==> src/rtl/rt_alu_pkg.sv <==
// Shared types and constants for the RT core ALU multi-cycle FP sequencing.
package rt_alu_pkg;

  typedef enum logic {MC_SQRT = 1'b0, MC_DIV = 1'b1} mc_op_e;

  typedef enum logic [1:0] {IDLE, ISSUE, WAIT, RESP} mc_state_e;

  localparam logic [31:0] FP_QNAN = 32'h7FC00000;

endpackage

==> src/rtl/mc_fpu_sequencer_if.sv <==
// Decode/unit/writeback signal bundle of the multi-cycle FP sequencer.
// master = sequencer side, slave = decode, Sqrt/Div units and writeback side.
interface mc_fpu_sequencer_if #(
  parameter int unsigned DATA_W = 32,
  parameter int unsigned TAG_W  = 5
);
  import rt_alu_pkg::*;

  logic              req_valid;
  logic              req_ready;
  mc_op_e            req_op;
  logic [DATA_W-1:0] req_a;
  logic [DATA_W-1:0] req_b;
  logic [TAG_W-1:0]  req_tag;

  logic              sqrt_en;
  logic [DATA_W-1:0] sqrt_in;
  logic              sqrt_done;
  logic [DATA_W-1:0] sqrt_out;

  logic              div_en;
  logic [DATA_W-1:0] div_a;
  logic [DATA_W-1:0] div_b;
  logic              div_done;
  logic [DATA_W-1:0] div_out;

  logic              rsp_valid;
  logic              rsp_ready;
  logic [DATA_W-1:0] rsp_data;
  logic [TAG_W-1:0]  rsp_tag;
  logic              rsp_err;
  logic              busy;

  modport master (
    input  req_valid, req_op, req_a, req_b, req_tag,
    output req_ready,
    output sqrt_en, sqrt_in, input sqrt_done, sqrt_out,
    output div_en, div_a, div_b, input div_done, div_out,
    output rsp_valid, rsp_data, rsp_tag, rsp_err, busy,
    input  rsp_ready
  );

  modport slave (
    output req_valid, req_op, req_a, req_b, req_tag,
    input  req_ready,
    input  sqrt_en, sqrt_in, output sqrt_done, sqrt_out,
    input  div_en, div_a, div_b, output div_done, div_out,
    input  rsp_valid, rsp_data, rsp_tag, rsp_err, busy,
    output rsp_ready
  );

endinterface

==> src/rtl/mc_watchdog.sv <==
// WAIT-state watchdog: cleared on issue, counts WAIT cycles, fires on the
// cycle the count would reach TIMEOUT_CYC. Only built when MC_TIMEOUT_EN is defined.
`ifdef MC_TIMEOUT_EN
module mc_watchdog #(
  parameter int unsigned TIMEOUT_CYC = 32
) (
  input  logic clk,
  input  logic rst_n,
  input  logic clr,
  input  logic inc,
  output logic fire_c
);

  localparam int unsigned CNT_W = $clog2(TIMEOUT_CYC + 1);

  logic [CNT_W-1:0] cnt_q;

  always_ff @(posedge clk) begin
    if (!rst_n)   cnt_q <= '0;
    else if (clr) cnt_q <= '0;
    else if (inc) cnt_q <= cnt_q + CNT_W'(1);
  end

  assign fire_c = inc && (cnt_q == CNT_W'(TIMEOUT_CYC - 1));

endmodule
`endif

==> src/rtl/mc_fpu_sequencer.sv <==
// Initiator for the Sqrt/Div en/done protocol; one op outstanding at a time.
// Optional WAIT watchdog enabled by defining MC_TIMEOUT_EN.
module mc_fpu_sequencer
  import rt_alu_pkg::*;
#(
  parameter int unsigned DATA_W      = 32,
  parameter int unsigned TAG_W       = 5,
  parameter int unsigned TIMEOUT_CYC = 32
) (
  input  logic                 clk,
  input  logic                 rst_n,
  mc_fpu_sequencer_if.master   bus
);

  if (TIMEOUT_CYC == 0) begin : g_cfg_chk
    $error("mc_fpu_sequencer: TIMEOUT_CYC must be nonzero");
  end

  mc_state_e         state_q, state_d;
  mc_op_e            op_q;
  logic [DATA_W-1:0] a_q, b_q, data_q;
  logic [TAG_W-1:0]  tag_q;

  logic req_ready_c, busy_c, issue_c, wait_c, resp_c;
  logic accept_c, sel_done_c, timeout_c;
  logic [DATA_W-1:0] sel_out_c;

  assign accept_c   = bus.req_valid && req_ready_c;
  assign sel_done_c = (op_q == MC_SQRT) ? bus.sqrt_done : bus.div_done;
  assign sel_out_c  = (op_q == MC_SQRT) ? bus.sqrt_out  : bus.div_out;

  always_ff @(posedge clk) begin
    if (!rst_n) state_q <= IDLE;
    else        state_q <= state_d;
  end

  always_comb begin
    state_d = state_q;
    case (state_q)
      IDLE:    if (bus.req_valid) state_d = ISSUE;
      ISSUE:   state_d = WAIT;
      WAIT:    if (sel_done_c || timeout_c) state_d = RESP;
      RESP:    if (bus.rsp_ready) state_d = IDLE;
      default: state_d = IDLE;
    endcase
  end

  always_comb begin
    req_ready_c = 1'b0;
    busy_c      = 1'b0;
    issue_c     = 1'b0;
    wait_c      = 1'b0;
    resp_c      = 1'b0;
    case (state_q)
      IDLE:    req_ready_c = 1'b1;
      ISSUE:   begin busy_c = 1'b1; issue_c = 1'b1; end
      WAIT:    begin busy_c = 1'b1; wait_c  = 1'b1; end
      RESP:    begin busy_c = 1'b1; resp_c  = 1'b1; end
      default: req_ready_c = 1'b0;
    endcase
  end

`ifdef MC_TIMEOUT_EN
  logic err_q;

  mc_watchdog #(.TIMEOUT_CYC(TIMEOUT_CYC)) u_watchdog (
    .clk    (clk),
    .rst_n  (rst_n),
    .clr    (issue_c),
    .inc    (wait_c),
    .fire_c (timeout_c)
  );

  assign bus.rsp_err = err_q;
`else
  assign timeout_c   = 1'b0;
  assign bus.rsp_err = 1'b0;
`endif

  // Operand capture on accept; result capture in WAIT (a real done beats the watchdog).
  always_ff @(posedge clk) begin
    if (!rst_n) begin
      op_q   <= MC_SQRT;
      a_q    <= '0;
      b_q    <= '0;
      tag_q  <= '0;
      data_q <= '0;
`ifdef MC_TIMEOUT_EN
      err_q  <= 1'b0;
`endif
    end else begin
      if (accept_c) begin
        op_q  <= bus.req_op;
        a_q   <= bus.req_a;
        b_q   <= bus.req_b;
        tag_q <= bus.req_tag;
`ifdef MC_TIMEOUT_EN
        err_q <= 1'b0;
`endif
      end
      if (wait_c && sel_done_c) begin
        data_q <= sel_out_c;
`ifdef MC_TIMEOUT_EN
        err_q  <= 1'b0;
      end else if (timeout_c) begin
        data_q <= DATA_W'(FP_QNAN);
        err_q  <= 1'b1;
`endif
      end
    end
  end

  assign bus.req_ready = req_ready_c;
  assign bus.busy      = busy_c;
  assign bus.rsp_valid = resp_c;
  assign bus.rsp_data  = data_q;
  assign bus.rsp_tag   = tag_q;

  // Unit operands are live only from ISSUE through WAIT; the unused one stays 0.
  assign bus.sqrt_en = issue_c && (op_q == MC_SQRT);
  assign bus.div_en  = issue_c && (op_q == MC_DIV);
  assign bus.sqrt_in = ((issue_c || wait_c) && (op_q == MC_SQRT)) ? a_q : '0;
  assign bus.div_a   = ((issue_c || wait_c) && (op_q == MC_DIV))  ? a_q : '0;
  assign bus.div_b   = ((issue_c || wait_c) && (op_q == MC_DIV))  ? b_q : '0;

endmodule
==> src/flat_wrapper.sv <==
// flat-port wrapper written by rule: the top's interface ports become plain ports
module mc_fpu_sequencer_flat import rt_alu_pkg::*;
#(
  parameter int unsigned DATA_W      = 32,
  parameter int unsigned TAG_W       = 5,
  parameter int unsigned TIMEOUT_CYC = 32
)
  (clk, rst_n, bus_req_valid, bus_req_op, bus_req_a, bus_req_b, bus_req_tag, bus_req_ready, bus_sqrt_en, bus_sqrt_in, bus_sqrt_done, bus_sqrt_out, bus_div_en, bus_div_a, bus_div_b, bus_div_done, bus_div_out, bus_rsp_valid, bus_rsp_data, bus_rsp_tag, bus_rsp_err, bus_busy, bus_rsp_ready);
  mc_fpu_sequencer_if #(.DATA_W(DATA_W), .TAG_W(TAG_W)) bus_i ();
  input  logic clk;
  input  logic rst_n;
  input wire logic [$bits(bus_i.req_valid)-1:0] bus_req_valid;
  input wire logic [$bits(bus_i.req_op)-1:0] bus_req_op;
  input wire logic [$bits(bus_i.req_a)-1:0] bus_req_a;
  input wire logic [$bits(bus_i.req_b)-1:0] bus_req_b;
  input wire logic [$bits(bus_i.req_tag)-1:0] bus_req_tag;
  output wire logic [$bits(bus_i.req_ready)-1:0] bus_req_ready;
  output wire logic [$bits(bus_i.sqrt_en)-1:0] bus_sqrt_en;
  output wire logic [$bits(bus_i.sqrt_in)-1:0] bus_sqrt_in;
  input wire logic [$bits(bus_i.sqrt_done)-1:0] bus_sqrt_done;
  input wire logic [$bits(bus_i.sqrt_out)-1:0] bus_sqrt_out;
  output wire logic [$bits(bus_i.div_en)-1:0] bus_div_en;
  output wire logic [$bits(bus_i.div_a)-1:0] bus_div_a;
  output wire logic [$bits(bus_i.div_b)-1:0] bus_div_b;
  input wire logic [$bits(bus_i.div_done)-1:0] bus_div_done;
  input wire logic [$bits(bus_i.div_out)-1:0] bus_div_out;
  output wire logic [$bits(bus_i.rsp_valid)-1:0] bus_rsp_valid;
  output wire logic [$bits(bus_i.rsp_data)-1:0] bus_rsp_data;
  output wire logic [$bits(bus_i.rsp_tag)-1:0] bus_rsp_tag;
  output wire logic [$bits(bus_i.rsp_err)-1:0] bus_rsp_err;
  output wire logic [$bits(bus_i.busy)-1:0] bus_busy;
  input wire logic [$bits(bus_i.rsp_ready)-1:0] bus_rsp_ready;
  assign bus_i.req_valid = bus_req_valid;
  assign bus_i.req_op = bus_req_op;
  assign bus_i.req_a = bus_req_a;
  assign bus_i.req_b = bus_req_b;
  assign bus_i.req_tag = bus_req_tag;
  assign bus_req_ready = bus_i.req_ready;
  assign bus_sqrt_en = bus_i.sqrt_en;
  assign bus_sqrt_in = bus_i.sqrt_in;
  assign bus_i.sqrt_done = bus_sqrt_done;
  assign bus_i.sqrt_out = bus_sqrt_out;
  assign bus_div_en = bus_i.div_en;
  assign bus_div_a = bus_i.div_a;
  assign bus_div_b = bus_i.div_b;
  assign bus_i.div_done = bus_div_done;
  assign bus_i.div_out = bus_div_out;
  assign bus_rsp_valid = bus_i.rsp_valid;
  assign bus_rsp_data = bus_i.rsp_data;
  assign bus_rsp_tag = bus_i.rsp_tag;
  assign bus_rsp_err = bus_i.rsp_err;
  assign bus_busy = bus_i.busy;
  assign bus_i.rsp_ready = bus_rsp_ready;
  mc_fpu_sequencer #(.DATA_W(DATA_W), .TAG_W(TAG_W), .TIMEOUT_CYC(TIMEOUT_CYC)) u_core (.clk(clk), .rst_n(rst_n), .bus(bus_i));
endmodule
==> config.mk <==
export PLATFORM = sky130hd
export DESIGN_NAME = mc_fpu_sequencer_flat
export DESIGN_NICKNAME = d
export VERILOG_FILES = /design/src/rtl/rt_alu_pkg.sv /design/src/rtl/mc_fpu_sequencer_if.sv /design/src/rtl/mc_watchdog.sv /design/src/rtl/mc_fpu_sequencer.sv /design/src/flat_wrapper.sv
export SDC_FILE = /design/constraint.sdc
export NUM_CORES = 1
export LEC_CHECK = 0
export ABC_AREA = 1
export CORE_ASPECT_RATIO = 1.4
export CORE_UTILIZATION = 40
export DETAILED_ROUTE_END_ITERATION = 8
export PLACE_DENSITY_LB_ADDON = 0.15
export REMOVE_ABC_BUFFERS = 1
export SYNTH_ARGS = -nofsm -noshare
export SYNTH_HDL_FRONTEND = slang
export SYNTH_HIERARCHICAL = 1
export SYNTH_SLANG_ARGS = --single-unit
==> constraint.sdc <==
create_clock -name clk -period 3.3 [get_ports clk]
set_input_delay 0.33 -clock clk [delete_from_list [all_inputs] [get_ports clk]]
set_output_delay 0.33 -clock clk [all_outputs]
set_load 0.05 [all_outputs]
======== Yosys cells after proc, flatten, opt, wreduce, memory -nomap -nowiden ========
Cells that the tools add are included.
cells by class
  $mul .................................... 0
  muxes and demuxes ....................... 14
  reduce and logical (&&, ||, !) cells .... 10
  shifts and indexed selects .............. 0
  $add $sub $neg .......................... 0
  eq/ne operators ......................... 6
  order comparisons ....................... 0
  divide/modulo/power cells ............... 0
  bitwise gates (word level) .............. 1
operator list
  kind                  count
  $mux W32              4
  $pmux W2 S4           1
  $logic_and A1 B1 Y1   6
  $mux W1               6
  $mux W2               3
  $eq A2 B2 Y1 const B  2
  $ne A2 B2 Y1 const B  2
  $reduce_and A3 Y1     1
  $reduce_or A3 Y1      1
  $eq A2 B1 Y1 const B  1
  $logic_not A2 Y1      1
  $ne A2 B1 Y1 const B  1
  $logic_or A1 B1 Y1    1
  $not A1 Y1            1
storage, ports and cells
  memory bits (read-only) ................. 0
  output and inout bits ................... 139
  memories kept ........................... 0
  logic and storage cells ................. 37
  register bits ........................... 104
  input bits .............................. 140
  bits in latches ......................... 0
  memory bits (writable) .................. 0

======== Logic depth before layout (Yosys ltp) ========
  depth after elaboration ................. 5
  gate-level depth with buffers ........... 8
  gate-level depth less buffers ........... 8

======== Least setup slack after synthesis ========
OpenSTA, ideal clock, no wires.
  path type ............................... reg-to-output
  start point ............................. reg u_core.state_q[1]
  end point ............................... out bus_div_a[0]
  setup slack ............................. 1.226 ns
  data arrival time ....................... 1.744 ns
  data required time ...................... 2.970 ns
  stages on the path, launching flop included .. 6
  cell sequence ........................... dfxtp_1 > inv_1 > ha_1 > nand2_1 > buf_2 > nor2_1
between the ends
  cells in the longest elaborated chain, start to end .. 5
  elaborated cells on any way between the ends .. 7
ends and longest elaborated chain
  item                                                 RTL line                 text
  from (decl)                                          mc_fpu_sequencer.sv:19   mc_state_e state_q, state_d;
  from (signal assigned)                               mc_fpu_sequencer.sv:34   else state_q <= state_d;
  $eq A2 B1 Y1 / $eq A2 B2 Y1 (equally long branches)  mc_fpu_sequencer.sv:54   case (state_q)
  $mux W1                                              mc_fpu_sequencer.sv:54
  $logic_or A1 B1 Y1 (*)                               mc_fpu_sequencer.sv:123  assign bus.div_a = ((issue_c || wait_c) && (op_q == MC_DIV)) ? a_q : '0;
  $logic_and A1 B1 Y1 (*)                              mc_fpu_sequencer.sv:123
  $mux W32 (*)                                         mc_fpu_sequencer.sv:123
  to (decl)                                            flat_wrapper.sv:23       output wire logic [$bits(bus_i.div_a)-1:0] bus_div_a;
Mark *: on every way between the ends. The rest lies on a longest branch, timed or not.

======== Worst setup path after layout ========
Ends and elaborated chain as after synthesis.

==> flow_summary.json <==
{
  "antenna_found_initial": 0,
  "finalSetupViolCount": 0,
  "die_h_um": 130.9,
  "reg2reg_slack_ns": 1.26,
  "cts_buffers": 9,
  "num_vias": 5159,
  "hold_class": "in2reg",
  "cp.arrival_ns": 2.47,
  "yosysTopAreaCell": "dfxtp_1",
  "cts_setup_buffers": 0,
  "drc": 0,
  "final_nets": 1082,
  "crit_family": "buffers and inverters",
  "initial_core_util_pct": 41.44,
  "clkSinkCount": 104,
  "hold_buffers": 0,
  "crit-reg2reg-capture": "u_core/b_q[10]",
  "drt_iter0_markers": 165,
  "wire_per_inst_um": 13.32,
  "setup.worst_path.start": "u_core/state_q[1]",
  "wl_met1_mm": 5.541,
  "antenna_cells": 0,
  "fin_tns_setup_ns": 0,
  "synth.ff_latch_count": 104,
  "setup_ws_ns": 0.4995,
  "worstSkewPairLatency_ns": 0.34,
  "core_sq_um": 11450,
  "die_w_um": 94.06,
  "relSlewSlack_pct": 36.73,
  "gr-total-overflow": 0,
  "wl_mm": 14.45,
  "reg2reg_depth": 6,
  "path_max_fanout": 5,
  "period_share_pct": 84.87,
  "synth_area_leaders": "dfxtp_1, nand2_1, a21oi_1",
  "top_layer_used": "met4",
  "dp_hpwl_mm": 10.83,
  "ios": 279,
  "pre_cts_ws_ns": 0.8704,
  "path_cells": "inv_1 > ha_1 > nand2_2 > nor2_1 > clkdlybuf4s50_1",
  "synth.distinct_cells": 17,
  "fin_crit_ns": 2.801,
  "synth_top_area_share_pct": 43.87,
  "end_kind": "output pin",
  "gp_congestion": 0.7736,
  "wl_met2_mm": 7.230,
  "fin_area_sq_um": 7542,
  "endpoint": "bus_div_a[0]",
  "leakage_uw": 0.003191,
  "cpMaxStageDelayCell": "clkdlybuf4s50_1",
  "clockBufferDepth": 2,
  "start_kind": "flop",
  "numPortBuffers": 277,
  "dpl-instance-area_sq_um": 7239,
  "hold_viol": 0,
  "status": "completed",
  "skew_ns": 0.007374,
  "yosysWarnings": 6,
  "fillCellCount": 1047,
  "ir_drop_mv": 0.4707,
  "grt_max_degree": 78,
  "p_per_area_nw_per_um2": 747.1,
  "clk_pin_slew_ns": 0.07,
  "vias_per_cell": 4.755,
  "critPathMaxStageDelay_ns": 0.86,
  "drt_pass1_iterations": 4,
  "synthCells": 694,
  "syn_avg_cell_area_sq_um": 6.838,
  "htreeDepth": 3,
  "ys_seq_area_share_pct": 43.87,
  "syn_to_final_growth_pct": 58.92,
  "syn_area_sq_um": 4746,
  "timing.rr.start": "u_core/state_q[1]",
  "cp.required_ns": 2.97,
  "drive_gt1_share_pct": 12.96,
  "dieArea_sq_um": 12310,
  "grt_pass1_vias": 4636,
  "crit_cells": 5,
  "rsz0062_at_grt": "no",
  "route.met3.wl_mm": 1.352,
  "rows": 46,
  "drv_slew": 0,
  "holdWs_ns": 0.4425,
  "drv_cap": 0,
  "cts_resized": 0,
  "fmax_mhz": 357.1,
  "antenna_left": 0,
  "tightest_slew_ns": 0.9480,
  "track_usage_pct": 22.51,
  "grt_pass1_wl_mm": 21.78,
  "cts_tree": "done",
  "crit_type": "reg2out",
  "crit_buf_inv": 2,
  "clockRootBuffer": "clkbuf_16"
}
[layer usage]
layer  up-vias  global-route usage [%]
met5         -                       0
met4         0                   9.502
met3        20                   6.134
met2       217                   40.96
met1      2261                   24.35
li1       2661                       -
[cell families after synthesis]
kind of cell    synth area share [%]
compound gates                 17.82
fa+ha+maj                      1.582
buf+inv                        12.15
flops                          43.87
other cells                  0.07902
simple gates                   24.49
[how the worst min path moves through the flow]
| stage | slack (ns) | cells past startpoint | from | endpoint |
|---|---|---|---|---|
| 6_report | 0.44 | 3 | rst_n | u_core/state_q[1] |
| 5_1_grt | 0.47 | 2 | u_core/b_q[29] | u_core/b_q[29] |
| 4_1_cts | 0.45 | 3 | rst_n | u_core/state_q[1] |
| 3_5_place_dp | 0.45 | 2 | u_core/b_q[29] | u_core/b_q[29] |
| 3_3_place_gp | 0.44 | 2 | u_core/b_q[27] | u_core/b_q[27] |
| 2_1_floorplan | 0.43 | 2 | u_core/b_q[0] | u_core/b_q[0] |
[cell usage in the layout (no fill, tap or decap), drive strengths merged, types with 3 or more instances in the layout]
cell type | netlist | final
clkbuf | 22 | 9
clkinv | 0 | 3
dfxtp | 104 | 104
nand2 | 141 | 141
o21ai | 70 | 70
inv | 76 | 78
clkdlybuf4s50 | 0 | 184
nand3 | 35 | 35
buf | 30 | 99
a21oi | 99 | 99
ha | 6 | 6
nor2 | 110 | 110
[synth_stat cells]
cell type,n
dfxtp_1,104
inv_4,1
clkbuf_1,22
ha_1,6
nand2_1,136
conb_1,1
inv_1,75
nand3_1,35
nand2_8,2
buf_6,7
buf_4,5
buf_2,18
nand2_4,1
nand2_2,2
nor2_1,110
o21ai_0,70
a21oi_1,99
[metrics by stage]
stage | std cells | total power, uW | util [%]
5_1_grt | 1085 | 5991 | 65.85
3_3_place_gp | 1069 | 4541 | 63.21
3_5_place_dp | 1069 | 4612 | 63.21
2_1_floorplan | 642 | 3590 | -
6_report | 1085 | 5635 | 65.85
4_1_cts | 1085 | 5682 | 65.85
[registers in the layout (all words and copies together) (netlist names)]
| name | flops |
|---|---|
| u_core/op_q | 1 |
| u_core/a_q | 32 |
| u_core/bus.rsp_data | 32 |
| u_core/bus.rsp_tag | 5 |
| u_core/b_q | 32 |
| u_core/state_q | 2 |
[tightest hold or removal path, stage by stage]
cell	delay, ns
buf_2	0.24
nand2_1	0.12
nor2_1	0.03
[area by class of cell]
| cell class | instances | area, sq um | share of cell area [%] |
|---|---|---|---|
| clock buffers | 9 | 225.2 | 2.986 |
| clock inverters | 7 | 77.57 | 1.029 |
| repair buffers | 283 | 2595 | 34.41 |
| well taps | 144 | 180.2 | 2.389 |
| multi-input cells | 462 | 2095 | 27.77 |
| inverters | 76 | 287.8 | 3.816 |
| flip-flops and latches | 104 | 2082 | 27.60 |
[power by group]
part           switching, uW  internal (uW)  total, uW
Combinational           2040            866       2910
Sequential               108           1560       1660
Clock                    469            595       1060
Total                   2620           3020       5630
Note: power is estimated with default switching activity, not from simulation.
